$ cat src/rtl/mul_share_ctrl.sv
// Purpose : round-robin arbiter and sequencer sharing one signed sequential multiplier between two requesters.
// Latency : done<n> rises after the (MUL_LATENCY+2)th edge following the grant edge; grants are MUL_LATENCY+4 cycles apart.
// Backpressure: req<n> is a level held until done<n>; a losing or late request simply waits for IDLE.
//
// Ports:
//   clk, rst              - clock (rising edge) and asynchronous active-high reset
//   req0/a0/b0            - requester 0 request level and signed operands
//   done0/res0/neg0       - requester 0 completion pulse, product, product sign
//   req1/a1/b1            - requester 1 request level and signed operands
//   done1/res1/neg1       - requester 1 completion pulse, product, product sign
//   mul_rst/mul_start     - multiplier clear and run controls
//   mul_a/mul_b           - operands presented to the multiplier
//   mul_c/mul_neg         - product and sign returned by the multiplier
//   busy                  - controller is not idle
//   owner                 - requester granted most recently
module mul_share_ctrl #(
    parameter int WIDTH       = 6,
    parameter int MUL_LATENCY = 8
) (
    input  logic                 clk,
    input  logic                 rst,
    input  logic                 req0,
    input  logic [WIDTH-1:0]     a0,
    input  logic [WIDTH-1:0]     b0,
    output logic                 done0,
    output logic [2*WIDTH-1:0]   res0,
    output logic                 neg0,
    input  logic                 req1,
    input  logic [WIDTH-1:0]     a1,
    input  logic [WIDTH-1:0]     b1,
    output logic                 done1,
    output logic [2*WIDTH-1:0]   res1,
    output logic                 neg1,
    output logic                 mul_rst,
    output logic                 mul_start,
    output logic [WIDTH-1:0]     mul_a,
    output logic [WIDTH-1:0]     mul_b,
    input  logic [2*WIDTH-1:0]   mul_c,
    input  logic                 mul_neg,
    output logic                 busy,
    output logic                 owner
);

    typedef enum logic [1:0] {
        IDLE  = 2'd0,
        CLEAR = 2'd1,
        RUN   = 2'd2,
        DONE  = 2'd3
    } state_t;

    localparam logic [7:0] LAST_CNT = 8'(MUL_LATENCY - 1);

    state_t               state_q, state_d;
    logic                 ptr_q, ptr_d;
    logic [7:0]           cnt_q, cnt_d;
    logic                 owner_q, owner_d;
    logic [WIDTH-1:0]     mul_a_q, mul_a_d;
    logic [WIDTH-1:0]     mul_b_q, mul_b_d;
    logic                 mul_rst_q, mul_rst_d;
    logic                 mul_start_q, mul_start_d;
    logic                 busy_q, busy_d;
    logic                 done0_q, done0_d;
    logic                 done1_q, done1_d;
    logic [2*WIDTH-1:0]   res0_q, res0_d;
    logic [2*WIDTH-1:0]   res1_q, res1_d;
    logic                 neg0_q, neg0_d;
    logic                 neg1_q, neg1_d;
    logic                 win;

    always_comb begin
        state_d     = state_q;
        ptr_d       = ptr_q;
        cnt_d       = cnt_q;
        owner_d     = owner_q;
        mul_a_d     = mul_a_q;
        mul_b_d     = mul_b_q;
        mul_rst_d   = 1'b0;
        mul_start_d = 1'b0;
        done0_d     = 1'b0;
        done1_d     = 1'b0;
        res0_d      = res0_q;
        res1_d      = res1_q;
        neg0_d      = neg0_q;
        neg1_d      = neg1_q;
        win         = 1'b0;

        case (state_q)
            IDLE: begin
                // The first edge out of reset only drops mul_rst; grants wait for it to be low.
                if (!mul_rst_q && (req0 || req1)) begin
                    win     = (req0 && req1) ? ptr_q : req1;
                    owner_d = win;
                    mul_a_d = win ? a1 : a0;
                    mul_b_d = win ? b1 : b0;
                    ptr_d   = ~win;
                    state_d = CLEAR;
                end
            end
            CLEAR: begin
                mul_rst_d = 1'b1;
                cnt_d     = 8'd0;
                state_d   = RUN;
            end
            RUN: begin
                mul_start_d = 1'b1;
                // Count only edges that close a cycle with start already high, so the
                // multiplier sees exactly MUL_LATENCY start cycles before capture.
                if (mul_start_q) begin
                    if (cnt_q == LAST_CNT) begin
                        mul_start_d = 1'b0;
                        state_d     = DONE;
                        if (owner_q) begin
                            res1_d  = mul_c;
                            neg1_d  = mul_neg;
                            done1_d = 1'b1;
                        end else begin
                            res0_d  = mul_c;
                            neg0_d  = mul_neg;
                            done0_d = 1'b1;
                        end
                    end else begin
                        cnt_d = cnt_q + 8'd1;
                    end
                end
            end
            DONE: begin
                state_d = IDLE;
            end
            default: begin
                state_d = IDLE;
            end
        endcase

        busy_d = (state_d != IDLE);
    end

    always_ff @(posedge clk or posedge rst) begin
        if (rst) begin
            state_q     <= IDLE;
            ptr_q       <= 1'b0;
            cnt_q       <= 8'd0;
            owner_q     <= 1'b0;
            mul_a_q     <= '0;
            mul_b_q     <= '0;
            mul_rst_q   <= 1'b1;
            mul_start_q <= 1'b0;
            busy_q      <= 1'b0;
            done0_q     <= 1'b0;
            done1_q     <= 1'b0;
            res0_q      <= '0;
            res1_q      <= '0;
            neg0_q      <= 1'b0;
            neg1_q      <= 1'b0;
        end else begin
            state_q     <= state_d;
            ptr_q       <= ptr_d;
            cnt_q       <= cnt_d;
            owner_q     <= owner_d;
            mul_a_q     <= mul_a_d;
            mul_b_q     <= mul_b_d;
            mul_rst_q   <= mul_rst_d;
            mul_start_q <= mul_start_d;
            busy_q      <= busy_d;
            done0_q     <= done0_d;
            done1_q     <= done1_d;
            res0_q      <= res0_d;
            res1_q      <= res1_d;
            neg0_q      <= neg0_d;
            neg1_q      <= neg1_d;
        end
    end

    assign done0     = done0_q;
    assign res0      = res0_q;
    assign neg0      = neg0_q;
    assign done1     = done1_q;
    assign res1      = res1_q;
    assign neg1      = neg1_q;
    assign mul_rst   = mul_rst_q;
    assign mul_start = mul_start_q;
    assign mul_a     = mul_a_q;
    assign mul_b     = mul_b_q;
    assign busy      = busy_q;
    assign owner     = owner_q;

endmodule

$ cat config.mk
export PLATFORM = sky130hd
export DESIGN_NAME = mul_share_ctrl
export DESIGN_NICKNAME = d
export VERILOG_FILES = /design/src/rtl/mul_share_ctrl.sv
export SDC_FILE = /design/constraint.sdc
export NUM_CORES = 1
export LEC_CHECK = 0
export CAP_MARGIN = 20
export CORE_MARGIN = 2
export CORE_UTILIZATION = 45
export CTS_CLUSTER_SIZE = 14
export DETAILED_ROUTE_END_ITERATION = 8
export PLACE_DENSITY = 0.91
export SKIP_LAST_GASP = 1
export SLEW_MARGIN = 5
export SYNTH_ARGS = -nofsm -noshare
export SYNTH_HDL_FRONTEND = slang
export SYNTH_SLANG_ARGS = --single-unit
$ cat constraint.sdc
create_clock -name clk -period 2.6 [get_ports clk]
set_input_delay 0.78 -clock clk [delete_from_list [all_inputs] [get_ports clk]]
set_output_delay 0.78 -clock clk [all_outputs]
set_load 0.02 [all_outputs]
== Word level (Yosys, flattened, before mapping) ==
Cells that the tools add are included.

* Flip-flop bits (word level): 55
* Word-level logic and storage cells: 57
* Input port bits: 41
* Output and inout port bits: 44

* Bitwise gates (word level): 2
* Add/sub/neg operators: 1
* Mux-type cells: 22
* Equality and inequality tests: 6
* Reductions and logical operators: 11

{| class="wikitable"
|+ Operators with widths
! cell !! number
|-
| 8-bit 2-to-1 mux || 2
|-
| 8-bit one-hot mux with 2 select lines || 1
|-
| 1-bit 2-to-1 mux || 13
|-
| 6-bit 2-to-1 mux || 2
|-
| 8-bit by 1-bit adder with 8-bit output, second input constant || 1
|-
| 8-bit by 3-bit equality test with 1-bit output, second input constant || 1
|-
| 2-bit one-hot mux with 4 select lines || 1
|-
| 4-bit AND reduction || 2
|-
| 2-bit 2-to-1 mux || 3
|-
| 2-bit equality test, second input constant || 2
|-
| 2-bit != test, second input constant || 2
|-
| 2-bit nonzero test || 2
|-
| 3-bit AND reduction || 1
|-
| 2-bit by 1-bit equality test with 1-bit output, second input constant || 1
|-
| 1-bit logical AND || 2
|-
| 2-bit zero test || 1
|-
| 1-bit inverter || 2
|-
| 2-bit AND reduction || 1
|-
| 1-bit zero test || 1
|-
| 1-bit logical OR || 1
|}

== Longest topological paths before layout ==
* Depth in word-level cells: 5
* Gate-level depth with buffers: 7
* Mapped depth without buffers: 6

== Worst setup path before layout ==
No wires, ideal clock.

* Kind: register -> register
* From: register cnt_q[3]
* To: register neg1_q, in the netlist neg1
* Required time: 2.475 ns
* Path slack: 0.397 ns
* Period minus slack after synthesis: 2.203 ns
* Library setup time: 0.125 ns
* Data arrival time: 2.078 ns
* Stages on the path, launching flop included: 7
* Cell sequence: dfrtp_1 > or3_1 > or4_4 > or3_1 > buf_6 > buf_12 > mux2_4

* Cells in the longest elaborated chain, start to end: 2

{| class="wikitable"
|+ RTL lines
! element !! line !! text
|-
| start: declaration || 55 || <nowiki>logic [7:0] cnt_q, cnt_d;</nowiki>
|-
| start signal: assignment || 157 || <nowiki>cnt_q <= cnt_d;</nowiki>
|-
| 8-bit by 3-bit equality test with 1-bit output || 109 || <nowiki>if (cnt_q == LAST_CNT) begin</nowiki>
|-
| 4-bit AND reduction (no line) || n/a ||
|-
| end signal: assignment || 169 || <nowiki>neg1_q <= neg1_d;</nowiki>
|-
| end: declaration || 67 || <nowiki>logic neg1_q, neg1_d;</nowiki>
|}

Every way passes these cells.
A chain may end at the register's enable or synchronous reset.

== Worst setup path after layout ==
* From: register cnt_q[3]
* To: register res1_q[5], in the netlist res1[5]

* Cells in the longest elaborated chain, start to end: 2

{| class="wikitable"
|+ RTL lines
! element !! line !! text
|-
| 8-bit by 3-bit equality test with 1-bit output || 109 ||
|-
| 4-bit AND reduction (no line) || n/a ||
|-
| end signal: assignment || 167 || <nowiki>res1_q <= res1_d;</nowiki>
|-
| end: declaration || 65 || <nowiki>logic [2*WIDTH-1:0] res1_q, res1_d;</nowiki>
|}

Every way passes these cells.

==> impl_results.md <==
- Post-layout nets: 326
- Crit path kind: reg -> reg
- Fin crit share: 94.2%
- Setup violators final: 0
- CP Data Arrival Time: 2640 ps
- Largest net degree at the start of global routing: 23
- RSZ-0062 raised after global routing: no
- Flop and latch count out of synthesis: 55
- Pins Over Slew Limit: 0
- Leakage power: 1.58 nW
- Post-route ant nets: 0
- DRT iter0 DRCs: 79
- Area Overhead vs Synth: 43.0%
- WP data required: 2790 ps
- Status: finished, final reports clean
- H-tree depth: 2
- Most frequent cells in the layout: clkdlybuf4s50_1, dfrtp_1, mux2_2
- Remaining Overflow, GRT: 0
- Slew HR: 50.0%
- Row count: 26
- Worst-Margin Slew: 750 ps
- Overall Power: 0.00288 W
- GRT Total Usage: 19.2%
- Worst-Skew Late Latency: 300 ps
- Net Switching: 0.000997 W
- Vias in the first global route: 1843
- Residual DRC: 0
- Setup Skew: 3.85 ps
- First-pass GRT wire length: 9.10 mm
- CP max-delay cell: or3_1
- Max stage delay on crit path: 650 ps
- Clock transition at the registers of the reported paths: 90 ps
- Die footprint: 0.00601 mm^2
- Post-Syn Nets: 236
- Routing usage on met3: 4.42%
- # IOs: 85
- TNS Setup: 0 ps
- Max VDD drop: 0.000549 V
- P per Cell Area: 827 mW/mm^2
- Hold Vio Cnt, Final: 0
- Cell Area, Synth: 0.00243 mm^2
- Highest clock rate: 409 MHz
- Register share of total power: 41.5%
- Initial antenna violation count: 0
- R2R depth: 4
- Detailed Place HPWL: 4.16 mm
- Share of layout cells above drive strength 1: 18.1%
- Via count: 1758
- Mean Syn Cell Area: 12.8 um^2
- CTS tree: built
- Min Clock Period, post-route: 2450 ps
- Input/output buffers: 84
- Max-cap violation count: 0
- Drt pass-1 iters: 4
- Post-CTS sizing: 0
- Diodes inserted: 0
- Synth warn: 0
- Hold Path Cell Cnt: 1
- GP Congestion: 0.806
- Hold buffers post-CTS: 0
- CTS max path bufs: 2
- Clk sink count: 55
- CP Max Fanout: 13
- M2 GR Usage: 32.2%
- Worst setup EP type: flip-flop
- Sw Share: 34.7%
- Initial Util: 47.1%
- Worst-path cell chain: or3_1, or4_4, or3_1, mux2_4
- Clk pwr share: 17.1%
- Most common cell after layout, fill and taps aside: clkdlybuf4s50_1
- Sequential share of the synthesized area: 56.6%
- Cells after Synth: 190
- Startpoint Class: flip-flop
- Die X: 77.6 um
- Global routing usage on met1: 24.7%
- Final WL: 5.44 mm
- CTS Buf Count: 5
- Routed vias/inst: 5.01
- CP most frequent cell: or3_1
- Min-Delay Path Class: reg -> reg
- Core ar.: 0.00517 mm^2
- Root Buffer: clkbuf_8
- Die height: 77.6 um
- Routed length per instance: 15.5 um
- Pint: 0.00188 W
- Combinational Power Share: 41.4%
- Gr busiest metal: met2
- Setup repair bufs after CTS: 0
- Synth unique cells: 41
## per-stage QoR
step	util [%]	cell area, um^2	hold slack (ps)	worst slack [ps]	std cells
after floorplan	-	2430	481	397	190
after global placement	65.5	3390	489	227	343
after detailed placement	65.5	3390	496	175	343
after CTS	67.3	3480	518	150	351
after global routing	67.3	3480	530	31.7	351
final	67.3	3480	516	152	351
## layout make-up
type                            count  area (um^2)
Clock buffer                        7         86.3
Multi-Input combinational cell    122          987
Sequential cell                    55         1380
Fill cell                         371         1690
Clock inverter                      1         8.76
Inverter                            6         22.5
Tap cell                           70         87.6
Timing Repair Buffer               90          911
## routing by layer
| metal | up-vias | wire [um] |
|---|---|---|
| met5 | - | 0 |
| met4 | 0 | 80 |
| met3 | 10 | 271 |
| met2 | 67 | 2730 |
| met1 | 843 | 2360 |
| li1 | 838 | - |
## flip-flops by register name (all words and copies together), names as in the netlist
register   cells
mul_rst        1
state_q        2
neg1           1
res1          12
owner          1
cnt_q          8
busy           1
res0          12
mul_b          6
neg0           1
mul_a          6
done0          1
done1          1
mul_start      1
ptr_q          1
## critical path, delay by kind of cell, from the launching register on
| family | cells | cell delay (ps) |
|---|---|---|
| muxes | 1 | 420 |
| DFF | 1 | 430 |
| and+or+nand+nor | 3 | 1490 |
## cell families after synthesis
kind of cell    share of synthesized area (%)
compound gates                           4.88
xor+xnor                                 1.80
fa+ha+maj                                2.57
buf+inv                                  3.03
flops                                    56.6
mux                                      20.2
simple gates                             10.9
## synthesized netlist by cell type, drive strengths merged
| cell type | instances | area [um^2] |
|---|---|---|
| o41ai | 1 | 8.76 |
| nor3b | 1 | 7.51 |
| nand2b | 1 | 6.26 |
| ha | 5 | 62.6 |
| and2 | 2 | 12.5 |
| o22a | 1 | 8.76 |
| or2b | 1 | 7.51 |
| nor3 | 6 | 35.0 |
| mux2 | 28 | 353 |
| dfstp | 1 | 26.3 |
| o31a | 1 | 8.76 |
| inv | 6 | 22.5 |
| xnor2 | 3 | 26.3 |
| nand4 | 1 | 6.26 |
| or2 | 1 | 6.26 |
| mux2i | 14 | 140 |
| clkbuf | 2 | 7.51 |
| nand2 | 6 | 22.5 |
| dfrtp | 54 | 1350 |
| xor2 | 2 | 17.5 |
| o21ba | 1 | 10.0 |
| o21ai | 2 | 10.0 |
| a21oi | 13 | 65.1 |
| nor2b | 3 | 18.8 |
| nor2 | 17 | 63.8 |
| buf | 5 | 43.8 |
| nand3 | 1 | 5.00 |
| or3 | 4 | 26.3 |
| and3 | 1 | 7.51 |
| nor4 | 2 | 12.5 |
| a21o | 1 | 7.51 |
| or4 | 3 | 27.5 |
## worst paths after layout
path	start	to	slack, ps
setup / recovery	cnt_q[3]	res1[5]	150
hold / removal	res1[9]	res1[9]	520
setup reg to reg	cnt_q[3]	res1[5]	150
hold reg to reg	res1[9]	res1[9]	520
max in group asynchronous	rst	res1[5]	1190
min in group asynchronous	rst	mul_a[4]	800
## power by group through the flow
stage	clock [W]	sequential (W)	combinational, W
finish	0.000491	0.00120	0.00119
global placement	0	0.00120	0.00116
detailed placement	0	0.00121	0.00120
CTS	0.000503	0.00120	0.00121
global route	0.000543	0.00122	0.00130
floorplan	0	0.00138	0.000482
No activity file was read; power rests on OpenSTA's default activity.
